[config.mk]
export PLATFORM = sky130hd
export DESIGN_NAME = rr_ring_arbiter_flat
export DESIGN_NICKNAME = d
export VERILOG_FILES = /design/src/rtl/rr_ring_arbiter_pkg.sv /design/src/rtl/rr_ring_arbiter_if.sv /design/src/rtl/rr_ring_arbiter_ptr_ring.sv /design/src/rtl/rr_ring_arbiter.sv /design/src/flat_wrapper.sv
export SDC_FILE = /design/constraint.sdc
export NUM_CORES = 1
export LEC_CHECK = 0
export CORE_ASPECT_RATIO = 1.25
export CORE_UTILIZATION = 61
export CTS_BUF_LIST = sky130_fd_sc_hd__clkbuf_4
export DETAILED_ROUTE_END_ITERATION = 10
export PLACE_DENSITY = 0.88
export RECOVER_POWER = 50
export SYNTH_ARGS = -nofsm -noshare
export SYNTH_HDL_FRONTEND = slang
export SYNTH_HIERARCHICAL = 1
export SYNTH_SLANG_ARGS = --single-unit
[constraint.sdc]
create_clock -name in_clk -period 5.35 [get_ports in_clk]
set_input_delay 0.535 -clock in_clk [delete_from_list [all_inputs] [get_ports in_clk]]
set_output_delay 0.535 -clock in_clk [all_outputs]
set_load 0.02 [all_outputs]
[src/rtl/rr_ring_arbiter_pkg.sv]
// Shared types and helpers for the round-robin ring arbiter.
package rr_arb_pkg;

    localparam int unsigned DEFAULT_N        = 4;
    localparam int unsigned DEFAULT_MAX_HOLD = 8;

    typedef enum logic {
        IDLE,
        GRANT
    } state_e;

    // A one-hot input has a single set bit, so OR-ing the indices of set bits yields its position.
    function automatic int unsigned onehot2bin(input logic [31:0] oh);
        int unsigned idx;
        idx = 0;
        for (int unsigned i = 0; i < 32; i++) begin
            if (oh[i]) idx = idx | i;
        end
        return idx;
    endfunction

endpackage

[src/rtl/rr_ring_arbiter_if.sv]
// Request/grant bundle between requesters (master) and the ring arbiter (slave).
interface rr_ring_arbiter_if
    import rr_arb_pkg::*;
#(
    parameter int unsigned N        = DEFAULT_N,
    parameter int unsigned MAX_HOLD = DEFAULT_MAX_HOLD
);
    localparam int unsigned IW = $clog2(N);
    localparam int unsigned CW = (MAX_HOLD > 1) ? $clog2(MAX_HOLD) : 1;

    logic          in_en;
    logic [N-1:0]  in_req;
    logic [N-1:0]  o_gnt;
    logic          o_gnt_valid;
    logic [IW-1:0] o_gnt_id;
    logic [N-1:0]  o_ptr;
    logic [CW-1:0] o_hold_cnt;

    modport master (
        output in_en, in_req,
        input  o_gnt, o_gnt_valid, o_gnt_id, o_ptr, o_hold_cnt
    );

    modport slave (
        input  in_en, in_req,
        output o_gnt, o_gnt_valid, o_gnt_id, o_ptr, o_hold_cnt
    );

endinterface

[src/rtl/rr_ring_arbiter_ptr_ring.sv]
// One-hot priority token register; on load it takes the position just above the outgoing holder.
module rr_ptr_ring #(
    parameter int unsigned N = 4
) (
    input  logic         in_clk,
    input  logic         in_rst_n,
    input  logic         in_load,
    input  logic [N-1:0] in_holder,
    output logic [N-1:0] o_ptr
);

    logic [N-1:0] ptr_d;
    logic [N-1:0] ptr_q;

    always_comb begin
        ptr_d = ptr_q;
        if (in_load) ptr_d = {in_holder[N-2:0], in_holder[N-1]};
    end

    always_ff @(posedge in_clk or negedge in_rst_n) begin
        if (!in_rst_n) ptr_q <= N'(1);
        else           ptr_q <= ptr_d;
    end

    assign o_ptr = ptr_q;

endmodule

[src/rtl/rr_ring_arbiter.sv]
// Round-robin arbiter with rotating one-hot token and per-tenure hold cap.
module rr_ring_arbiter
    import rr_arb_pkg::*;
#(
    parameter int unsigned N        = DEFAULT_N,
    parameter int unsigned MAX_HOLD = DEFAULT_MAX_HOLD
) (
    input  logic              in_clk,
    input  logic              in_rst_n,
    rr_ring_arbiter_if.slave  bus
);

    localparam int unsigned IW = $clog2(N);
    localparam int unsigned CW = (MAX_HOLD > 1) ? $clog2(MAX_HOLD) : 1;

    state_e        state_d, state_q;
    logic [N-1:0]  gnt_d, gnt_q;
    logic          valid_d, valid_q;
    logic [CW-1:0] hold_d, hold_q;
    logic [N-1:0]  ptr_q;
    logic [N-1:0]  rot_ptr;
    logic          ptr_load;
    logic          tenure_end;
    logic          any_req;

    function automatic logic [N-1:0] pick(input logic [N-1:0] req, input logic [N-1:0] ptr);
        logic [N-1:0] win;
        logic         found;
        int unsigned  p;
        int unsigned  idx;
        win   = '0;
        found = 1'b0;
        p     = onehot2bin(32'(ptr));
        for (int unsigned off = 0; off < N; off++) begin
            idx = (p + off) % N;
            if (!found && req[IW'(idx)]) begin
                win[IW'(idx)] = 1'b1;
                found         = 1'b1;
            end
        end
        return win;
    endfunction

    rr_ptr_ring #(.N(N)) u_ptr_ring (
        .in_clk    (in_clk),
        .in_rst_n  (in_rst_n),
        .in_load   (ptr_load),
        .in_holder (gnt_q),
        .o_ptr     (ptr_q)
    );

    assign any_req    = |bus.in_req;
    assign rot_ptr    = {gnt_q[N-2:0], gnt_q[N-1]};
    assign tenure_end = !(|(bus.in_req & gnt_q)) || (hold_q == CW'(MAX_HOLD - 1));

    always_comb begin
        state_d  = state_q;
        gnt_d    = gnt_q;
        hold_d   = hold_q;
        ptr_load = 1'b0;
        case (state_q)
            IDLE: begin
                if (bus.in_en && any_req) begin
                    state_d = GRANT;
                    gnt_d   = pick(bus.in_req, ptr_q);
                    hold_d  = '0;
                end
            end
            GRANT: begin
                if (tenure_end) begin
                    ptr_load = 1'b1;
                    hold_d   = '0;
                    // Successor is picked against the rotated token so an expiring holder ranks last.
                    if (bus.in_en && any_req) begin
                        gnt_d = pick(bus.in_req, rot_ptr);
                    end else begin
                        gnt_d   = '0;
                        state_d = IDLE;
                    end
                end else begin
                    hold_d = hold_q + CW'(1);
                end
            end
            default: begin
                state_d = IDLE;
                gnt_d   = '0;
                hold_d  = '0;
            end
        endcase
        valid_d = |gnt_d;
    end

    always_ff @(posedge in_clk or negedge in_rst_n) begin
        if (!in_rst_n) begin
            state_q <= IDLE;
            gnt_q   <= '0;
            valid_q <= 1'b0;
            hold_q  <= '0;
        end else begin
            state_q <= state_d;
            gnt_q   <= gnt_d;
            valid_q <= valid_d;
            hold_q  <= hold_d;
        end
    end

    assign bus.o_gnt       = gnt_q;
    assign bus.o_gnt_valid = valid_q;
    assign bus.o_gnt_id    = IW'(onehot2bin(32'(gnt_q)));
    assign bus.o_ptr       = ptr_q;
    assign bus.o_hold_cnt  = hold_q;

endmodule

[src/flat_wrapper.sv]
// flat-port wrapper written by rule: the top's interface ports become plain ports
module rr_ring_arbiter_flat import rr_arb_pkg::*;
#(
    parameter int unsigned N        = DEFAULT_N,
    parameter int unsigned MAX_HOLD = DEFAULT_MAX_HOLD
)
  (in_clk, in_rst_n, bus_in_en, bus_in_req, bus_o_gnt, bus_o_gnt_valid, bus_o_gnt_id, bus_o_ptr, bus_o_hold_cnt);
  rr_ring_arbiter_if #(.N(N), .MAX_HOLD(MAX_HOLD)) bus_i ();
  input  logic in_clk;
  input  logic in_rst_n;
  input wire logic [$bits(bus_i.in_en)-1:0] bus_in_en;
  input wire logic [$bits(bus_i.in_req)-1:0] bus_in_req;
  output wire logic [$bits(bus_i.o_gnt)-1:0] bus_o_gnt;
  output wire logic [$bits(bus_i.o_gnt_valid)-1:0] bus_o_gnt_valid;
  output wire logic [$bits(bus_i.o_gnt_id)-1:0] bus_o_gnt_id;
  output wire logic [$bits(bus_i.o_ptr)-1:0] bus_o_ptr;
  output wire logic [$bits(bus_i.o_hold_cnt)-1:0] bus_o_hold_cnt;
  assign bus_i.in_en = bus_in_en;
  assign bus_i.in_req = bus_in_req;
  assign bus_o_gnt = bus_i.o_gnt;
  assign bus_o_gnt_valid = bus_i.o_gnt_valid;
  assign bus_o_gnt_id = bus_i.o_gnt_id;
  assign bus_o_ptr = bus_i.o_ptr;
  assign bus_o_hold_cnt = bus_i.o_hold_cnt;
  rr_ring_arbiter #(.N(N), .MAX_HOLD(MAX_HOLD)) u_core (.in_clk(in_clk), .in_rst_n(in_rst_n), .bus(bus_i));
endmodule
==> run_results.csv <==
group,metric,value,unit
clock_network,post-cts-setup-buffers,0,
detailed_routing,antenna_left,0,
place,dp.final_hpwl,2.65,mm
timing,setup_tns,0,ns
pwr,cellLeakagePower,0.000716,uW
grt,grt_max_degree,15,
grt,grt-ovfl-total,0,
clock_network,cts_tree,"done",
worst_setup_path,arrival,3.79,ns
timing,hold_viol,0,
yosys,syn-cell-area,1420,um^2
final_layout,diodes,0,
detailed_routing,firstDrtPassIters,4,
grt,grt_first_pass_wirelength,5.50,mm
worst_setup_path,path_cells,"nor2_1 > inv_1 > ha_1 > mux4_1 > nand2_1 > a31oi_1 > or4_4 > or4_4",
floorplanning,rows,19,
yosys,synth_cell_types,39,
worst_hold_path,hold_path.class,"register to register",
pwr,cellPowerDensity,559,nW/um^2
clock_network,clock_latency,0.28,ns
grt,grt_pass1_vias,1216,
worst_setup_path,crit_required,5.50,ns
final_layout,area_growth_syn_to_layout,16.4,%
detailed_routing,via_per_inst,6.74,
yosys,ys_seq_elements,13,
worst_setup_path,critPathKind,"register to register",
pwr,ir_worst_vdd,0.000385,V
timing,post-route-min-period,3.64,ns
timing,setup_violations,0,
yosys,ys_async_sr_fraction,1.00,
timing,rsz0062_at_grt,"false",
status,status,"complete, no violations",
detailed_routing,drc_errors,0,
clock_network,ctsResizeCount,0,
final_layout,nets,186,
grt,antenna_found_initial,0,
worst_setup_path,cp-end-kind,"register",
timing,fin_crit_sh,0.681,
clock_network,path_clk_slew,0.08,ns
worst_setup_path,rrSetupSlack,1.71,ns
floorplanning,die_area,2530,um^2
detailed_routing,wire_per_inst,17.9,um
floorplanning,initial_core_util,0.643,
place,io_buffer_count,20,
final_layout,drive_gt1_frac,0.174,
clock_network,cts.path.max_buffers,2,
detailed_routing,via_count,1295,
job,cap_violations,0,
clock_network,cts_root_buf,"clkbuf_4",
worst_setup_path,timing.critical_path.slowest_cell_delay,0.67,ns
detailed_routing,wirelength,3.45,mm
floorplanning,die_w,45.2,um
clock_network,cts_sinks,13,
detailed_routing,drt_iter0_markers,60,
timing,slew_headroom,0.618,
timing,worstMarginPinSlew,0.571,ns
pwr,power.total,925,uW
yosys,yosysSeqAreaShare,0.230,
grt,grt.total_usage,0.300,
worst_setup_path,crit_top_cell,"or4_4",
worst_setup_path,critical_path_peak_fanout,6,
floorplanning,coreArea,2210,um^2
yosys,syn_nets,166,
timing,fmax,275,MHz
timing,skew,0.00468,ns
yosys,synth_area_per_cell,10.0,um^2
yosys,ys.flop_type,"dfrtp_1",
worst_setup_path,critPathLaunchType,"register",
worst_setup_path,critPathBufInv,1,
yosys,synthCells,142,
worst_setup_path,cpMaxStageDelayCell,"mux4_1",
clock_network,htree_levels,1,
yosys,synth_edf_count,0,
floorplanning,ios,21,
place,gp_congestion,0.928,
clock_network,ctsHoldBuffers,0,
worst_setup_path,path_delay_family,"simple AND/OR/NAND/NOR gates",
clock_network,cts_made_buffers,3,
floorplanning,die_h,56.0,um
yosys,yosysWarningCount,6,
timing,maxSlewViolCount,0,
final_layout,num-fill-cells,169,
==> area by class of cell <==
class	count	area, um^2	share of cell area
Timing Repair Buffer	20	200	0.121
Clock buffer	4	30.0	0.0182
Tap cell	31	38.8	0.0234
Multi-Input combinational cell	114	1020	0.616
Sequential cell	13	327	0.197
Inverter	10	40.0	0.0242
==> per-layer routing <==
| layer | global-route usage | part of all wire | up-vias |
|---|---|---|---|
| li1 | - | - | 591 |
| met1 | 0.358 | 0.38 | 624 |
| met2 | 0.507 | 0.52 | 68 |
| met3 | 0.0260 | 0.058 | 12 |
| met4 | 0.165 | 0.037 | 0 |
| met5 | 0 | 0 | - |
==> worst paths after layout <==
kind,from,end,depth (start not counted)
worst min-delay path,u_core/bus.o_hold_cnt[0],u_core/bus.o_hold_cnt[0],1
worst min register to register,u_core/bus.o_hold_cnt[0],u_core/bus.o_hold_cnt[0],1
min in group asynchronous,in_rst_n,u_core/bus.o_hold_cnt[0],1
worst max register to register,u_core/u_ptr_ring/o_ptr[3],u_core/bus.o_gnt_valid,8
max in group asynchronous,in_rst_n,u_core/u_ptr_ring/o_ptr[0],1
worst max-delay path,u_core/u_ptr_ring/o_ptr[3],u_core/bus.o_gnt_valid,8
==> stage by stage <==
stage | instances | util | hold WS (ns) | cell area [um^2] | setup slack [ns]
6_report | 192 | 0.748 | 0.528 | 1650 | 1.71
5_1_grt | 192 | 0.748 | 0.558 | 1650 | 1.55
4_1_cts | 192 | 0.748 | 0.534 | 1650 | 1.76
3_5_place_dp | 188 | 0.735 | 0.523 | 1620 | 1.77
3_3_place_gp | 188 | 0.735 | 0.509 | 1620 | 1.86
2_1_floorplan | 142 | - | 0.239 | 1420 | 1.98
==> synth_stat cells, types with 3 or more instances <==
master	number	area (um^2)
a211oi_1	5	37.5
a21oi_1	4	20.0
a22o_1	3	26.3
a22oi_1	3	22.5
a31oi_1	4	25.0
a32o_1	4	40.0
dfrtp_1	12	300
ha_1	17	213
inv_1	8	30.0
mux2_2	4	45.0
mux4_1	3	78.8
mux4_2	6	135
nand2_1	8	30.0
nand3_1	8	40.0
nor2_1	10	37.5
nor3b_1	5	37.5
nor4b_1	3	26.3
o21ai_0	3	15.0
o21ai_1	3	15.0
or4_4	4	45.0
==> logic make-up (layout without fill, tap and decap cells) <==
group,Yosys count,count (layout),share of synthesized area
buffers and inverters,15,34,0.0537
DFF,13,13,0.230
adders and majority gates,17,17,0.150
muxes,13,13,0.182
AOI/OAI and AO/OA,33,33,0.171
and+or+nand+nor,51,51,0.214
==> state kept, by name, indices dropped and copies added, names as in the netlist <==
register                 flops
u_core/state_q               1
u_core/u_ptr_ring/o_ptr      4
u_core/bus.o_gnt_valid       1
u_core/bus.o_hold_cnt        3
u_core/bus.o_gnt             4
==> cells in the final DEF, fill, tap and decap left out, types with 4 or more instances in the layout <==
cell	Yosys	final
nand3_1	8	8
clkbuf_4	0	4
clkdlybuf4s50_1	0	12
a31oi_1	4	4
dlygate4sd3_1	0	8
a21oi_1	4	4
inv_1	8	8
dfrtp_1	12	12
nand2_1	8	8
nor3b_1	5	5
nor2_1	10	10
mux4_2	6	6
a211oi_1	5	5
or4_4	4	4
ha_1	17	17
a32o_1	4	4
mux2_2	4	4
==> report_power, final <==
part | switching, uW | total [uW] | internal (uW)
Clock | 31.1 | 65.1 | 34.0
Combinational | 367 | 682 | 315
Sequential | 42.6 | 178 | 135
Power figures use the tool's default switching activity.
==> edit 1, RTL diff (config.mk and constraints unchanged) <==
`DEFAULT_N`: 4 -> 8.
--- a/src/rtl/rr_ring_arbiter_pkg.sv
+++ b/src/rtl/rr_ring_arbiter_pkg.sv
@@ -3,3 +3,3 @@
 
-    localparam int unsigned DEFAULT_N        = 4;
+    localparam int unsigned DEFAULT_N        = 8;
     localparam int unsigned DEFAULT_MAX_HOLD = 8;
Ports: changed (resized bus_in_req, bus_o_gnt, bus_o_gnt_id and bus_o_ptr); port bits go from 21 to 34. No check against the original RTL was run, so the function may have changed too.
==> edit 1 against the original RTL <==
Sequential share of layout area decreased by 7.2 points; sequential cell count grew 8; hold slack improved by 0.010 ns; routed wire length rose to 4.0 times the old value; die area grew to 2.6 times the old value; area after synthesis increased to 2.7 times the old value; core utilization down 4.2 points; cell area grew to 2.5 times the old value; setup slack worse by 1.5 ns; synthesized cell count rose to 3.3 times the old value.
Power is left out: the tool's default activity adds up to more than one toggle a clock period on the data nets, which glitch-free logic cannot reach.
==> edit 1: results (changes against the original RTL) <==
metric	value	unit	change
Worst Skew	0.0113	ns	+0.00663 ns
Max transition margin	36.0	%	-26 points
asr flop ratio synth	100	%	unchanged
Crit-path slowest cell	or4_1		
Multi-input gate area	3020	sq um	+200%
Total Routing Usage GR	42.2	%	+12 points
Diodes inserted	0		unchanged
post-synthesis compound-gate area fraction	27.9	%	+11 points
syn_nets	498		+200%
Seq/Total Area, Yosys	13.8	%	-9.2 points
Post-synth top cells	nor2_1 (46), nand2_1 (42), a21oi_1 (26), nand3_1 (22)		
clk tree area frac	0.657	%	-1.2 points
status	finished clean		
cell count of the worst hold path	1		unchanged
Layout fillers	511		+200%
crit path max fanout	13		+7
Post-CTS Setup Inserts	0		unchanged
adder-cell share of the synthesized area	4.58	%	-10 points
Placer Congestion	1.04		+12%
XOR/XNOR share of the synthesized area	2.91	%	+2.9 points
worst stage delay on the critical path	0.76	ns	+0.09 ns
post-DP HPWL	10300	microns	+290%
Non-clk invs	19		+9
Multi-input comb cells	399		+250%
first-pass GRT wire length	21500	microns	+290%
share of cells above drive strength 1	16.7	%	-0.69 points
# nets final	517		+180%
clk sink count	21		+8
vias in the first global route	4062		+230%
r2r worst-path depth	13		+5
largest net degree at the start of global routing	31		+16
iteration count of the initial detailed-routing pass	6		+2
Port Buf Inserts	33		+65%
critical path startpoint	u_core/bus.o_gnt[5]		
top cells by area, synth	dfrtp_1 (13%), ha_1 (4.6%), nor2_1 (4.5%)		
Synth Warn #	6		unchanged
Max Freq	195	MHz	-29%
DR WL/cell	24.0	microns	+33%
later-pin clock latency in the skew report	0.32	ns	+0.04 ns
register share of the cell area	12.6	%	-7.2 points
Clock Tree Root	clkbuf_4		
Setup crit end	u_core/bus.o_gnt_valid		
r2r setup slk	0.23	ns	-1.48 ns
Via density	7.59		+12%
post-synthesis mux area share	16.7	%	-1.5 points
H-tree Lvls	1		unchanged
pre-CTS WS	0.389	ns	-1.38 ns
Buffers, non-clock	48		+140%
final instance area	4190	sq um	+150%
Reg clk slew, reported paths	0.13	ns	+0.05 ns
Yosys cell types	88		+130%
CTS tree	yes		
num rows	31		+12
DRT iter0 DRCs	534		+790%
Non-clock buffer share	10.6	%	-1.5 points
edit 1: changes by cell type after synthesis, sizes merged, moves of 13 or more:
cell	unedited run	this run
a21oi	4	27
mux2i	0	20
nand2	8	43
clkbuf	2	24
o21ai	6	19
nand3	8	23
a31oi	4	17
nor3	2	17
nor2	12	46
edit 1: worst min-delay path by stage:
stage                             start                       end  slack [ns]
2_1_floorplan                  in_rst_n       u_core/bus.o_gnt[0]        0.24
3_3_place_gp   u_core/bus.o_hold_cnt[0]  u_core/bus.o_hold_cnt[0]        0.51
3_5_place_dp   u_core/bus.o_hold_cnt[1]  u_core/bus.o_hold_cnt[1]        0.52
4_1_cts        u_core/bus.o_hold_cnt[1]  u_core/bus.o_hold_cnt[1]        0.55
5_1_grt        u_core/bus.o_hold_cnt[1]  u_core/bus.o_hold_cnt[1]        0.58
6_report       u_core/bus.o_hold_cnt[1]  u_core/bus.o_hold_cnt[1]        0.54
edit 1: per-stage QoR:
| step | hold WS, ns | instances |
|---|---|---|
| final | 0.538 | 573 |
| after global routing | 0.582 | 573 |
| after CTS | 0.549 | 573 |
| after detailed placement | 0.518 | 569 |
| after global placement | 0.512 | 569 |
| after floorplan | 0.239 | 473 |
edit 1: cells by family after synthesis:
group / after synthesis
simple gates: 188
compound gates: 142
buf+inv: 53
mux: 44
flops: 21
fa+ha+maj: 14
xor+xnor: 11
edit 1: metal layers:
metal,GRT usage [%],wire length (microns)
met1,53.0,5080
met2,69.6,6570
met3,5.13,1310
met4,21.9,764
met5,0,0
==> edit 2, RTL diff (config.mk and constraints unchanged) <==
Without the edit above. Reset style: synchronous (`in_rst_n`), changed in 2 clocked blocks.
--- a/src/rtl/rr_ring_arbiter_ptr_ring.sv
+++ b/src/rtl/rr_ring_arbiter_ptr_ring.sv
@@ -19,3 +19,3 @@
 
-    always_ff @(posedge in_clk or negedge in_rst_n) begin
+    always_ff @(posedge in_clk) begin
         if (!in_rst_n) ptr_q <= N'(1);
--- a/src/rtl/rr_ring_arbiter.sv
+++ b/src/rtl/rr_ring_arbiter.sv
@@ -92,3 +92,3 @@
 
-    always_ff @(posedge in_clk or negedge in_rst_n) begin
+    always_ff @(posedge in_clk) begin
         if (!in_rst_n) begin
Behaviour: differs if in_rst_n is asserted again (counterexample within 4 cycles, from zero or initial values and one cycle with in_rst_n low); with in_rst_n held inactive, the same outputs for 4 cycles.
==> edit 2 against the original RTL <==
Area after synthesis increased by 8.0%; cell area increased by 5.8%; setup slack improved by 0.88 ns; largest cell class unchanged; sequential cell count unchanged; first-iteration DRC count increased by 5.0%; non-clock buffer count unchanged; via count increased by 19%; critical endpoint is now u_core/bus.o_gnt_valid; routed wire length increased by 14%; clock skew increased by 0.0018 ns; critical path type unchanged; die area increased by 7.7%.
Power is left out: it rests on default switching activity, and per cell area and clock period it moved more than threefold.
==> edit 2: results (changes against the original RTL) <==
metric	value	unit	change
post-synthesis compound-gate area fraction	21.4	%	+4.4 points
Diodes inserted	0		unchanged
Crit-path slowest cell	or4b_1		
asr flop ratio synth	0	%	-100 points
WHS	0.486	ns	-0.0420 ns
share of cells above drive strength 1	10.4	%	-7.0 points
CP arrival	2.97	ns	-0.82 ns
via count	1536		+19%
DRT iter0 DRCs	63		+5.0%
r2r setup slk	2.59	ns	+0.88 ns
hold path startpoint	u_core/u_ptr_ring/o_ptr[0]		
cell count of the worst hold path	2		+1
Layout fillers	178		+5.3%
top cells by area, synth	dfxtp_1 (17%), ha_1 (14%), mux4_2 (12%)		
post-synthesis mux area share	15.0	%	-3.2 points
first-pass GRT wire length	6590	microns	+20%
worst stage delay on the critical path	0.52	ns	-0.15 ns
syn_nets	204		+23%
# nets final	218		+17%
vias in the first global route	1444		+19%
iteration count of the initial detailed-routing pass	5		+1
status	finished clean		
capture point of the worst reg-to-reg path	u_core/bus.o_gnt_valid		
Seq/Total Area, Yosys	17.0	%	-6.0 points
worst r2r src	u_core/u_ptr_ring/o_ptr[3]		
Post-synth top cells	ha_1 (17), nor2_1 (17), dfxtp_1 (13), nand4_1 (13), nand3_1 (10)		
WHS Endpoint	u_core/u_ptr_ring/o_ptr[0]		
dpl cell area	1720	sq um	+6.1%
post-DP HPWL	2970	microns	+12%
Worst Skew	0.00651	ns	+0.00183 ns
DRT Wirelength	3940	microns	+14%
adder-cell share of the synthesized area	13.9	%	-1.1 points
Placer Congestion	0.864		-6.8%
Total Routing Usage GR	33.1	%	+3.2 points
[edit 2: cell count changes after synthesis, sizes merged, moves of 5 or more]
cell	before	now
nor2	12	17
dfrtp	12	0
nand4	0	13
o21ai	6	1
dfxtp	0	13
a21oi	4	9
mux2i	0	5
or4	5	0
clkbuf	2	9
o211ai	0	6
[edit 2: final cells by class]
| class | count | area, sq um | area share (%) |
|---|---|---|---|
| Multi-Input combinational cell | 145 | 1180 | 67.5 |
| Sequential cell | 13 | 260 | 14.9 |
| Timing Repair Buffer | 20 | 200 | 11.4 |
| Inverter | 11 | 41.3 | 2.36 |
| Tap cell | 31 | 38.8 | 2.22 |
| Clock buffer | 3 | 22.5 | 1.29 |
| Clock inverter | 1 | 5.00 | 0.286 |
[edit 2: cell families (layout without fill, tap and decap cells)]
group                      count (synthesis)  in the layout
AOI/OAI and AO/OA                         43             43
adders and majority gates                 17             17
buffers and inverters                     22             35
DFF                                       13             13
muxes                                     13             13
and+or+nand+nor                           72             72
[edit 2: how the worst max path moves through the flow]
stage / startpoint / end / cells after the start / slack [ns]
global placement: bus_in_req[1] / u_core/bus.o_gnt_valid / 7 / 2.55
global route: u_core/u_ptr_ring/o_ptr[3] / u_core/bus.o_gnt_valid / 8 / 2.37
CTS: u_core/u_ptr_ring/o_ptr[3] / u_core/bus.o_gnt_valid / 8 / 2.61
detailed placement: bus_in_req[1] / u_core/bus.o_gnt_valid / 7 / 2.49
finish: u_core/u_ptr_ring/o_ptr[3] / u_core/bus.o_gnt_valid / 8 / 2.59
floorplan: u_core/u_ptr_ring/o_ptr[3] / u_core/bus.o_gnt_valid / 9 / 2.79
[edit 2: layer usage]
layer	up-vias	wire [microns]	track usage [%]
li1	720	-	-
met1	739	1600	41.1
met2	63	2010	56.9
met3	14	225	3.74
met4	0	112	12.2
met5	-	0	0
[edit 2: tightest hold or removal path: stages (launching register included)]
cell,delay (ns)
dfxtp_1,0.33
mux2i_1,0.07
nand2_1,0.06
[edit 2: metrics by stage]
| stage | worst slack (ns) | cells | utilization [%] |
|---|---|---|---|
| after global placement | 2.55 | 220 | 75.5 |
| final | 2.59 | 224 | 76.7 |
| after global routing | 2.37 | 224 | 76.7 |
| after detailed placement | 2.49 | 220 | 75.5 |
| after CTS | 2.61 | 224 | 76.7 |
| after floorplan | 2.79 | 180 | - |
